`src/rtl/mem_port_arbiter.sv`:
```
// Arbiter sharing one memory port between instruction fetch and the data-memory stage.
// DM has priority; a streak counter forces an IF grant after STARVE_LIMIT contended DM grants.
module mem_port_arbiter #(
    parameter int ADDR_W       = 32,
    parameter int DATA_W       = 32,
    parameter int STARVE_LIMIT = 4
) (
    input  logic              clk,
    input  logic              rst,
    input  logic              if_req,
    input  logic [ADDR_W-1:0] if_addr,
    output logic              if_done,
    output logic [DATA_W-1:0] if_rdata,
    output logic              if_stall,
    input  logic              dm_req,
    input  logic [ADDR_W-1:0] dm_addr,
    input  logic [3:0]        dm_w_en,
    input  logic [DATA_W-1:0] dm_wdata,
    output logic              dm_done,
    output logic [DATA_W-1:0] dm_rdata,
    output logic              dm_stall,
    output logic              mem_req,
    output logic [ADDR_W-1:0] mem_addr,
    output logic [3:0]        mem_we,
    output logic [DATA_W-1:0] mem_wdata,
    input  logic              mem_ready,
    input  logic              mem_rvalid,
    input  logic [DATA_W-1:0] mem_rdata
);

    localparam int SW = $clog2(STARVE_LIMIT + 1);

    typedef enum logic [1:0] {S_IDLE, S_REQ, S_RESP, S_DONE} state_t;
    typedef enum logic {OWN_IF, OWN_DM} owner_t;

    state_t            r_state;
    owner_t            r_owner;
    logic [SW-1:0]     r_streak;
    logic              r_if_done;
    logic              r_dm_done;
    logic [DATA_W-1:0] r_if_rdata;
    logic [DATA_W-1:0] r_dm_rdata;

    logic w_starved;
    logic w_grant_dm;
    logic w_in_req;
    logic w_dm_own;

    assign w_starved  = (r_streak == SW'(STARVE_LIMIT));
    assign w_grant_dm = dm_req && !(if_req && w_starved);
    assign w_in_req   = (r_state == S_REQ);
    assign w_dm_own   = (r_owner == OWN_DM);

    always_ff @(posedge clk) begin
        if (rst) begin
            r_state    <= S_IDLE;
            r_owner    <= OWN_IF;
            r_streak   <= '0;
            r_if_done  <= 1'b0;
            r_dm_done  <= 1'b0;
            r_if_rdata <= '0;
            r_dm_rdata <= '0;
        end else begin
            r_if_done <= 1'b0;
            r_dm_done <= 1'b0;
            case (r_state)
                S_IDLE: begin
                    if (if_req || dm_req) begin
                        r_state <= S_REQ;
                        if (w_grant_dm) begin
                            r_owner <= OWN_DM;
                            // only contended DM grants count toward IF starvation
                            if (if_req && !w_starved)
                                r_streak <= r_streak + 1'b1;
                        end else begin
                            r_owner  <= OWN_IF;
                            r_streak <= '0;
                        end
                    end
                end
                S_REQ: begin
                    if (mem_ready) begin
                        if (w_dm_own && (dm_w_en != 4'b0000)) begin
                            r_state   <= S_DONE;
                            r_dm_done <= 1'b1;
                        end else begin
                            r_state <= S_RESP;
                        end
                    end
                end
                S_RESP: begin
                    if (mem_rvalid) begin
                        r_state <= S_DONE;
                        if (w_dm_own) begin
                            r_dm_rdata <= mem_rdata;
                            r_dm_done  <= 1'b1;
                        end else begin
                            r_if_rdata <= mem_rdata;
                            r_if_done  <= 1'b1;
                        end
                    end
                end
                S_DONE: r_state <= S_IDLE;
                default: r_state <= S_IDLE;
            endcase
        end
    end

    always_comb begin
        mem_req   = w_in_req;
        mem_addr  = '0;
        mem_we    = '0;
        mem_wdata = '0;
        if (w_in_req) begin
            if (w_dm_own) begin
                mem_addr  = dm_addr;
                mem_we    = dm_w_en;
                mem_wdata = dm_wdata;
            end else begin
                mem_addr = if_addr;
            end
        end
    end

    assign if_done  = r_if_done;
    assign dm_done  = r_dm_done;
    assign if_rdata = r_if_rdata;
    assign dm_rdata = r_dm_rdata;
    assign if_stall = if_req && !r_if_done;
    assign dm_stall = dm_req && !r_dm_done;

endmodule

```
`config.mk`:
```
export PLATFORM = sky130hd
export DESIGN_NAME = mem_port_arbiter
export DESIGN_NICKNAME = d
export VERILOG_FILES = /design/src/rtl/mem_port_arbiter.sv
export SDC_FILE = /design/constraint.sdc
export NUM_CORES = 1
export LEC_CHECK = 0
export BUFFER_PORTS_ARGS = -buffer_cell sky130_fd_sc_hd__buf_4
export CORE_AREA = 5 5 104 106
export CTS_CLUSTER_SIZE = 40
export DETAILED_ROUTE_END_ITERATION = 16
export DIE_AREA = 0 0 109 111
export PLACE_DENSITY_LB_ADDON = 0.05
export REMOVE_ABC_BUFFERS = 1
export SYNTH_ARGS = -nofsm -noshare
export SYNTH_HDL_FRONTEND = slang
export SYNTH_SLANG_ARGS = --single-unit
```
`constraint.sdc`:
```
create_clock -name clk -period 3.2 [get_ports clk]
set_input_delay 0.8 -clock clk [delete_from_list [all_inputs] [get_ports clk]]
set_output_delay 0.8 -clock clk [all_outputs]
set_load 0.02 [all_outputs]
```
==> out/qor.yml, run 1 <==
die_area_um2: 12100
power_switching_mw: 1.238
vdd_ir_drop_max_uv: 336.1
avgSynthCellArea_um2: 7.717
ys_ff_latch: 72
fin_ws_ns: 0.2797
end_kind: "output port"
maxCapViolations: 0
clock_sinks: 72
utilization_pct: 59.99
gp_congestion: 0.8094
pwr-share-clk_pct: 24.0
via_count: 4002
leakage_nw: 2.785
ff_latch_area_um2: 1443
clock.fmax_ghz: 0.3424
clk_pin_slew_ns: 0.07
crit_required_ns: 2.40
cts_tree: "done"
grt_remaining_overflow: 0
rsz0062_at_grt: "false"
drc: 0
cp-start-kind: "register"
holdBufCountCts: 0
numPortBuffers: 274
drt_pass1_iterations: 4
antenna_cells: 0
final_layout_size_suffix_gt1_share_pct: 42.70
fin_crit_ns: 2.920
syn2layout_area_growth_pct: 68.04
slew_viol_final: 0
power.density_nw_per_um2: 573.5
htree_levels: 3
critPathMaxFanout: 41
hold_viol: 0
drt_wl_total_um: 14970
yosysWarnings: 0
fin_skew_ns: 0.003594
std_cell_rows: 36
combPwrFrac_pct: 44.4
pre_cts_ws_ns: 0.6947
switching_share_pct: 37.16
grt_max_degree: 53
slew_headroom_pct: 58.67
drt-initial-drc-count: 258
p_total_mw: 3.332
synthTopCellsByArea: "dfxtp_1 (42%), nand2_1 (14%), a21oi_1 (10%), mux2i_1 (9.6%), and3_1 (6.7%)"
syn_inst: 448
min_path_type: "reg -> reg"
die_x_um: 109
cts_buffer_depth: 2
post_cts_buffers: 0
clock_latency_ns: 0.35
multiInputGateArea_um2: 1821
yosysTopAreaCell: "dfxtp_1"
arrival_ns: 2.12
post_cts_resized: 0
track_usage_pct: 23.87
internal-power_mw: 2.093
cts_buffers: 9
dieHeight_um: 111
initial_core_util_pct: 35.70
fin_nets: 851
cts-root-buf: "clkbuf_8"
grt_pass1_vias: 4032
fillers: 907
dp.cells: 829
crit_type: "reg -> out"
drt-vias-per-instance: 4.736
synth_top_area_share_pct: 41.69
post-route-period-util_pct: 91.26
fin_cells: 845
ioPinCount: 275
coreArea_um2: 9684
dp_hpwl_um: 11660
post_drt_wl_per_cell_um: 17.71
ant_nets: 0
antenna_found_initial: 0
yosysSeqAreaShare_pct: 41.69
pwr-share-seq_pct: 31.5
grt_pass1_wl_um: 22270
syn-cell-area_um2: 3457
setup_viol: 0
status: "completed"
tightest_slew_ns: 0.6200
ys_types: 23
==> sequential cells by signal (all words and copies together), names as in the netlist <==
register,count
dm_rdata,32
if_rdata,32
r_streak,3
r_state,2
dm_done,1
if_done,1
r_owner,1
==> cell usage after synthesis <==
library cell  count
or2_1             1
o21ai_0           1
nor2_2            1
nand3_1           3
nor3b_1           1
buf_4             6
nor2b_1          35
mux2i_1          33
xor2_1            1
a221o_1           1
dfxtp_1          72
nor2_1            7
a21oi_1          70
clkbuf_1         17
and3_1           37
buf_2            14
or2_0             1
ha_1              6
xnor2_1           1
inv_1             5
nor4_1            1
nand2_1         133
or2_2             1
==> final timing paths <==
kind / depth (start not counted) / start / slack, ns / endpoint
max reg2reg: 5 / r_owner$_SDFFE_PP0P_ / 1.10 / dm_rdata[3]$_SDFFE_PP0N_
min reg2reg: 2 / dm_rdata[11]$_SDFFE_PP0N_ / 0.46 / dm_rdata[11]$_SDFFE_PP0N_
max: 5 / r_state[1]$_SDFFE_PP0P_ / 0.28 / mem_addr[2]
min: 2 / dm_rdata[11]$_SDFFE_PP0N_ / 0.46 / dm_rdata[11]$_SDFFE_PP0N_
==> metrics by stage <==
| stage | hold slack, ns | area (um2) | setup TNS, ns |
|---|---|---|---|
| floorplan | 0.4506 | 3278 | -4.259 |
| global placement | 0.4423 | 5588 | 0 |
| detailed placement | 0.4471 | 5588 | 0 |
| CTS | 0.4579 | 5809 | 0 |
| global route | 0.4813 | 5809 | 0 |
| finish | 0.4562 | 5809 | 0 |
==> kinds of logic after synthesis <==
group / Yosys count / synth area share (%)
and+or+nand+nor: 221 / 29.79
AOI/OAI and AO/OA: 72 / 10.57
DFF: 72 / 41.69
muxes: 33 / 9.555
adders and majority gates: 6 / 2.171
buffers and inverters: 42 / 5.718
xor gates and xnor gates: 2 / 0.5068
==> layout make-up <==
class                   count  area share (%)
clock buffers              11           2.434
clock inverters             5           1.378
inverters                   5          0.3231
multi-input cells         334           31.34
flip-flops and latches     72           24.83
well taps                 133           2.865
repair buffers            285           36.83
==> per-layer routing <==
metal,GRT usage (%),vias to the layer above,share of wire [%]
met5,0.4464,-,0
met4,11.53,0,3.9
met3,8.561,35,10
met2,40.79,169,49
met1,25.62,1816,37
li1,-,1982,-
==> critical path, cell delays in order, from the launching register on <==
cell and delay, ns:
dfxtp_1 0.34, inv_1 0.11, ha_2 0.58, buf_4 0.36, nor2b_1 0.20, buf_4 0.16
==> layout by cell type (no fill, tap or decap) <==
| master | synthesis | routed |
|---|---|---|
| or2_2 | 1 | 1 |
| nor2b_1 | 35 | 35 |
| clkinv_2 | 0 | 1 |
| ha_1 | 6 | 5 |
| o21ai_0 | 1 | 1 |
| and3_1 | 37 | 37 |
| bufinv_16 | 0 | 2 |
| dfxtp_2 | 0 | 1 |
| nand3_1 | 3 | 3 |
| buf_4 | 6 | 285 |
| xnor2_1 | 1 | 1 |
| clkbuf_1 | 17 | 1 |
| nand2_1 | 133 | 133 |
| nor3b_1 | 1 | 1 |
| or2_0 | 1 | 1 |
| nor4_1 | 1 | 1 |
| dfxtp_1 | 72 | 71 |
| clkinvlp_4 | 0 | 2 |
| ha_2 | 0 | 1 |
| nor2_2 | 1 | 1 |
| or2_1 | 1 | 1 |
| mux2i_1 | 33 | 33 |
| a221o_1 | 1 | 1 |
| a21oi_1 | 70 | 70 |
| xor2_1 | 1 | 1 |
| nor2_1 | 7 | 7 |
| clkbuf_8 | 0 | 10 |
| inv_1 | 5 | 5 |
==> power groups by stage <==
| stage | logic [mW] | clock network, mW | registers, mW |
|---|---|---|---|
| 2_1_floorplan | 0.714 | 0 | 1.15 |
| 3_3_place_gp | 1.46 | 0 | 1.06 |
| 3_5_place_dp | 1.48 | 0 | 1.07 |
| 4_1_cts | 1.49 | 0.815 | 1.05 |
| 5_1_grt | 1.59 | 0.868 | 1.06 |
| 6_report | 1.48 | 0.801 | 1.05 |
Power figures use the tool's default switching activity.
==> run 2, diff against run 1 <==
REMOVE_ABC_BUFFERS = not set   (was 1)
==> out/qor.yml, run 2 (synthesis results as in run 1) <==
fin_setup_tns_ns: 0
cp-start-kind: "register"
critPathTopFamily: "flip-flops"
initial_core_util_pct: 35.70
whs_ns: 0.4549
fin_nets: 848
grt_max_degree: 70
clock_latency_ns: 0.34
clock.fmax_ghz: 0.3908
drt-initial-drc-count: 212
post_drt_wl_per_cell_um: 16.05
htree_levels: 3
layout_commonest_cell: "buf_4"
coreArea_um2: 9684
post_cts_buffers: 0
maxCapViolations: 0
setup_viol: 0
rsz0062_at_grt: "false"
fin_skew_ns: 0.007019
numPortBuffers: 274
grt_pass1_vias: 4034
ff_latch_area_um2: 1443
tightest_slew_ns: 0.7002
final_cell_mix: "buf_4 (280), nand2_1 (133), dfxtp_1 (71), a21oi_1 (70), and3_1 (37)"
fin_crit_ns: 2.559
end_kind: "output port"
hp-start: "if_rdata[8]$_SDFFE_PP0P_"
vdd_ir_drop_max_uv: 301.5
drt-vias-per-instance: 4.670
fillers: 900
drt_pass1_iterations: 4
syn-num-nets: 592
cts_buffer_depth: 2
stdcell_area_um2: 5832
dieHeight_um: 111
die_x_um: 109
utilization_pct: 60.22
final_layout_size_suffix_gt1_share_pct: 42.45
postPlaceCellArea_um2: 5588
drc: 0
holdBufCountCts: 0
die_area_um2: 12100
crit_path_start: "r_owner$_SDFFE_PP0P_"
via_count: 3932
track_usage_pct: 21.96
ioPinCount: 275
critPathMaxFanout: 57
path_cells: "buf_12 -> mux2i_1 -> nor2b_1 -> buf_4"
dp_hpwl_um: 10760
grt_pass1_wl_um: 21010
p_total_mw: 3.368
leakage_nw: 2.791
drt_wl_total_um: 13510
cts-root-buf: "clkbuf_8"
syn2layout_area_growth_pct: 68.69
slew_viol_final: 0
crit_type: "reg -> out"
cts_tree: "done"
slew_headroom_pct: 53.32
status: "completed"
antenna_found_initial: 0
hold_viol: 0
slowest_stage: "dfxtp_2"
r2r_start: "r_state[0]$_SDFFE_PP0P_"
post_cts_resized: 0
post-route-period-util_pct: 79.97
clk_pin_slew_ns: 0.08
antenna_cells: 0
cp.buffers_inverters: 2
grt_remaining_overflow: 0
arrival_ns: 1.76
crit_required_ns: 2.40
std_cell_rows: 36
power.density_nw_per_um2: 577.5
ant_nets: 0
min_path_type: "reg -> reg"
gp_congestion: 0.8310
multiInputGateArea_um2: 1818
cts_buffers: 9
clock_sinks: 72
cp_slowest_stage_delay_ns: 0.60
run 2: cell type report:
class                      instances  share of cell area (%)
timing repair buffer             282                   36.73
multi-input combinational        334                   31.17
inverter                           5                  0.3218
clock inverter                     7                   2.060
clock buffer                       9                   2.124
sequential                        72                   24.74
tap                              133                   2.853
run 2: metrics by stage:
stage          cells  setup slack (ns)
5_1_grt          842            0.4805
2_1_floorplan    448            0.8121
6_report         842            0.6410
4_1_cts          842            0.6200
3_5_place_dp     826            0.9947
3_3_place_gp     826             1.055
run 2: worst register-to-register path, delay by kind of cell (launching register included):
family                     cells  cell delay, ns
and+or+nand+nor                3            0.64
buffers and inverters          2            0.46
AOI/OAI and AO/OA              1            0.15
DFF                            1            0.36
adders and majority gates      1            0.25
run 2: routing by layer:
metal,vias up,GRT usage (%),share of wire [%]
met5,-,0,0
met4,0,6.313,2.1
met3,26,10.89,13
met2,174,35.59,48
met1,1753,25.28,37
li1,1979,-,-
run 2: path summary, 6_finish.rpt:
check,endpoint,slack [ns],cells past startpoint
setup reg to reg,if_rdata[5]$_SDFFE_PP0P_,1.28,7
hold reg to reg,if_rdata[8]$_SDFFE_PP0P_,0.45,2
hold / removal,if_rdata[8]$_SDFFE_PP0P_,0.45,2
setup / recovery,mem_addr[10],0.64,4
run 2: where the power goes:
part,switching (mW),internal (mW),total (mW)
Sequential,0.0646,0.973,1.04
Combinational,0.806,0.662,1.47
Clock,0.344,0.519,0.862
==> run 3, diff against run 2 <==
ABC_AREA = 1   (was not set)
CORE_AREA = not set   (was 5 5 104 106)
CORE_ASPECT_RATIO = 1.25   (was not set)
CORE_MARGIN = 5   (was not set)
CORE_UTILIZATION = 36   (was not set)
DIE_AREA = not set   (was 0 0 109 111)
clock period = 2.25 ns   (was 3.2 ns; I/O delays follow)
==> out/qor.yml, run 3 <==
status: "completed"
drt-initial-drc-count: 298
final_cell_mix: "buf_4 (287), nor2_1 (172), dfxtp_1 (71), o21ai_0 (58)"
synth.most_common_cell: "nor2_1"
crit_required_ns: 1.69
critPathMaxFanout: 29
ys_ff_latch: 72
fin_nets: 941
layout_commonest_cell: "buf_4"
fin_crit_ns: 2.125
post_cts_resized: 1
synth_xor_area_share_pct: 0.2526
ys_types: 20
synth_top_area_share_pct: 41.57
drt-vias-per-instance: 4.681
p_total_mw: 5.100
drt_pass1_iterations: 4
min_path_type: "reg -> reg"
path_cells: "inv_2 -> ha_4 -> nand2_2 -> buf_4 -> nor2_1 -> buf_4"
die_x_um: 97.78
cts_buffer_depth: 2
synth-async-reset-ratio_pct: 0
fillers: 931
holdBufCountCts: 0
die_area_um2: 11710
numPortBuffers: 274
grt_pass1_vias: 4102
yosysTopAreaCell: "dfxtp_1"
track_usage_pct: 24.84
vdd_ir_drop_max_uv: 569.8
via_count: 4339
fin_setup_tns_ns: 0
maxCapViolations: 0
yosysWarnings: 0
end_kind: "output port"
fin_skew_ns: 0.004922
final_layout_size_suffix_gt1_share_pct: 38.70
cts-root-buf: "clkbuf_16"
drc: 0
gp_congestion: 0.9594
grt_remaining_overflow: 0
hold_viol: 0
post_drt_wl_per_cell_um: 16.65
yosys-top-cells-count: "nor2_1 (173), dfxtp_1 (72), o21ai_0 (58), inv_1 (49), nand2_1 (48)"
post-route-period-util_pct: 94.44
arrival_ns: 1.56
dp_hpwl_um: 12060
cts_tree: "done"
slew_viol_final: 0
clock.fmax_ghz: 0.4706
initial_core_util_pct: 36.46
slowest_stage: "dfxtp_1"
clk_pin_slew_ns: 0.05
std_cell_rows: 40
setup_viol: 0
leakage_nw: 3.137
clock_sinks: 72
cp-start-kind: "register"
synth-edff-count: 0
dieHeight_um: 119.7
syn-num-nets: 676
power.density_nw_per_um2: 861.8
antenna_found_initial: 1
grt_pass1_wl_um: 23020
synthTopCellsByArea: "dfxtp_1 (42%), nor2_1 (19%), o21ai_0 (8.4%), inv_1 (5.3%), a21oi_1 (5.2%)"
ioPinCount: 275
syn-cell-area_um2: 3467
synth_ff_type: "dfxtp_1"
clock_latency_ns: 0.32
ant_nets: 0
syn2layout_area_growth_pct: 70.70
cp_slowest_stage_delay_ns: 0.34
crit_type: "reg -> out"
yosysSeqAreaShare_pct: 41.57
synth_compound_area_share_pct: 15.37
dp.cells: 912
grt_max_degree: 37
drt_wl_total_um: 15430
fin_cells: 927
coreArea_um2: 9509
syn_inst: 532
synth-simple-area-share_pct: 29.66
avgSynthCellArea_um2: 6.517
synthMuxAreaShare_pct: 0
synth_top_family_by_area: "simple AND/OR/NAND/NOR gates"
tightest_slew_ns: 0.4389
rsz0062_at_grt: "false"
slew_headroom_pct: 70.64
htree_levels: 3
antenna_cells: 0
synth-adder-area-share_pct: 2.165
cpMostUsedCell: "buf_4"
post_cts_buffers: 0
cts_buffers: 9
[run 3: changes by cell type in the layout (fill, tap and decap cells not counted), sizes merged, moves of 34 or more]
cell / delta
nor2: +166
nand2: -83
o21ai: +68
inv: +47
and3: -37
nor2b: -35
a21oi: -34
[run 3: metrics by stage]
step	setup slack (ns)	utilization (%)	hold WS (ns)	cell area, um2
4_1_cts	0.008256	62.11	0.4604	5906
6_report	0.1252	62.24	0.4575	5918
5_1_grt	0.03323	62.24	0.4744	5918
3_5_place_dp	0.3352	59.26	0.4521	5635
3_3_place_gp	0.3812	59.26	0.4489	5635
2_1_floorplan	0.2066	-	0.4582	3467
[run 3: area by class of cell]
cell class / count / area, um2 / area share [%]
Sequential cell: 72 / 1443 / 24.38
Inverter: 52 / 195.2 / 3.298
Timing Repair Buffer: 289 / 2195 / 37.08
Tap cell: 126 / 157.7 / 2.664
Clock buffer: 15 / 267.8 / 4.524
Multi-Input combinational cell: 373 / 1660 / 28.05
[run 3: power by group]
| part | internal (mW) | total [mW] | switching, mW |
|---|---|---|---|
| clock network | 0.802 | 1.29 | 0.485 |
| logic | 0.896 | 2.25 | 1.36 |
| registers | 1.45 | 1.56 | 0.113 |
| total | 3.15 | 5.10 | 1.95 |
[run 3: critical path: cells and delay by family, from the launching register on]
family                   cells  cell delay (ns)
adder cells (fa/ha/maj)      1             0.18
buffers and inverters        3             0.54
flip-flops                   1             0.34
AND/OR/NAND/NOR              2             0.17
[run 3: path summary, 6_finish.rpt]
check                                               start                   endpoint  slack (ns)  depth (start not counted)
worst min-delay path            dm_rdata[25]$_SDFFE_PP0N_  dm_rdata[25]$_SDFFE_PP0N_        0.46                          2
worst min register to register  dm_rdata[25]$_SDFFE_PP0N_  dm_rdata[25]$_SDFFE_PP0N_        0.46                          2
worst max register to register       r_owner$_SDFFE_PP0P_  dm_rdata[24]$_SDFFE_PP0N_        0.35                          6
worst max-delay path              r_state[1]$_SDFFE_PP0P_               mem_wdata[6]        0.13                          6
[run 3: routing by layer]
| layer | share of wire [%] | track usage [%] | vias up |
|---|---|---|---|
| met5 | 0.058 | 0 | - |
| met4 | 2.7 | 8.918 | 2 |
| met3 | 10 | 9.767 | 28 |
| met2 | 46 | 40.05 | 198 |
| met1 | 40 | 29.98 | 1918 |
| li1 | - | - | 2193 |
[run 3: kinds of logic (layout without fill, tap and decap cells)]
kind of cell	Yosys count	count (layout)
xor+xnor	1	1
flops	72	72
compound gates	106	106
buf+inv	87	356
fa+ha+maj	6	6
simple gates	260	260
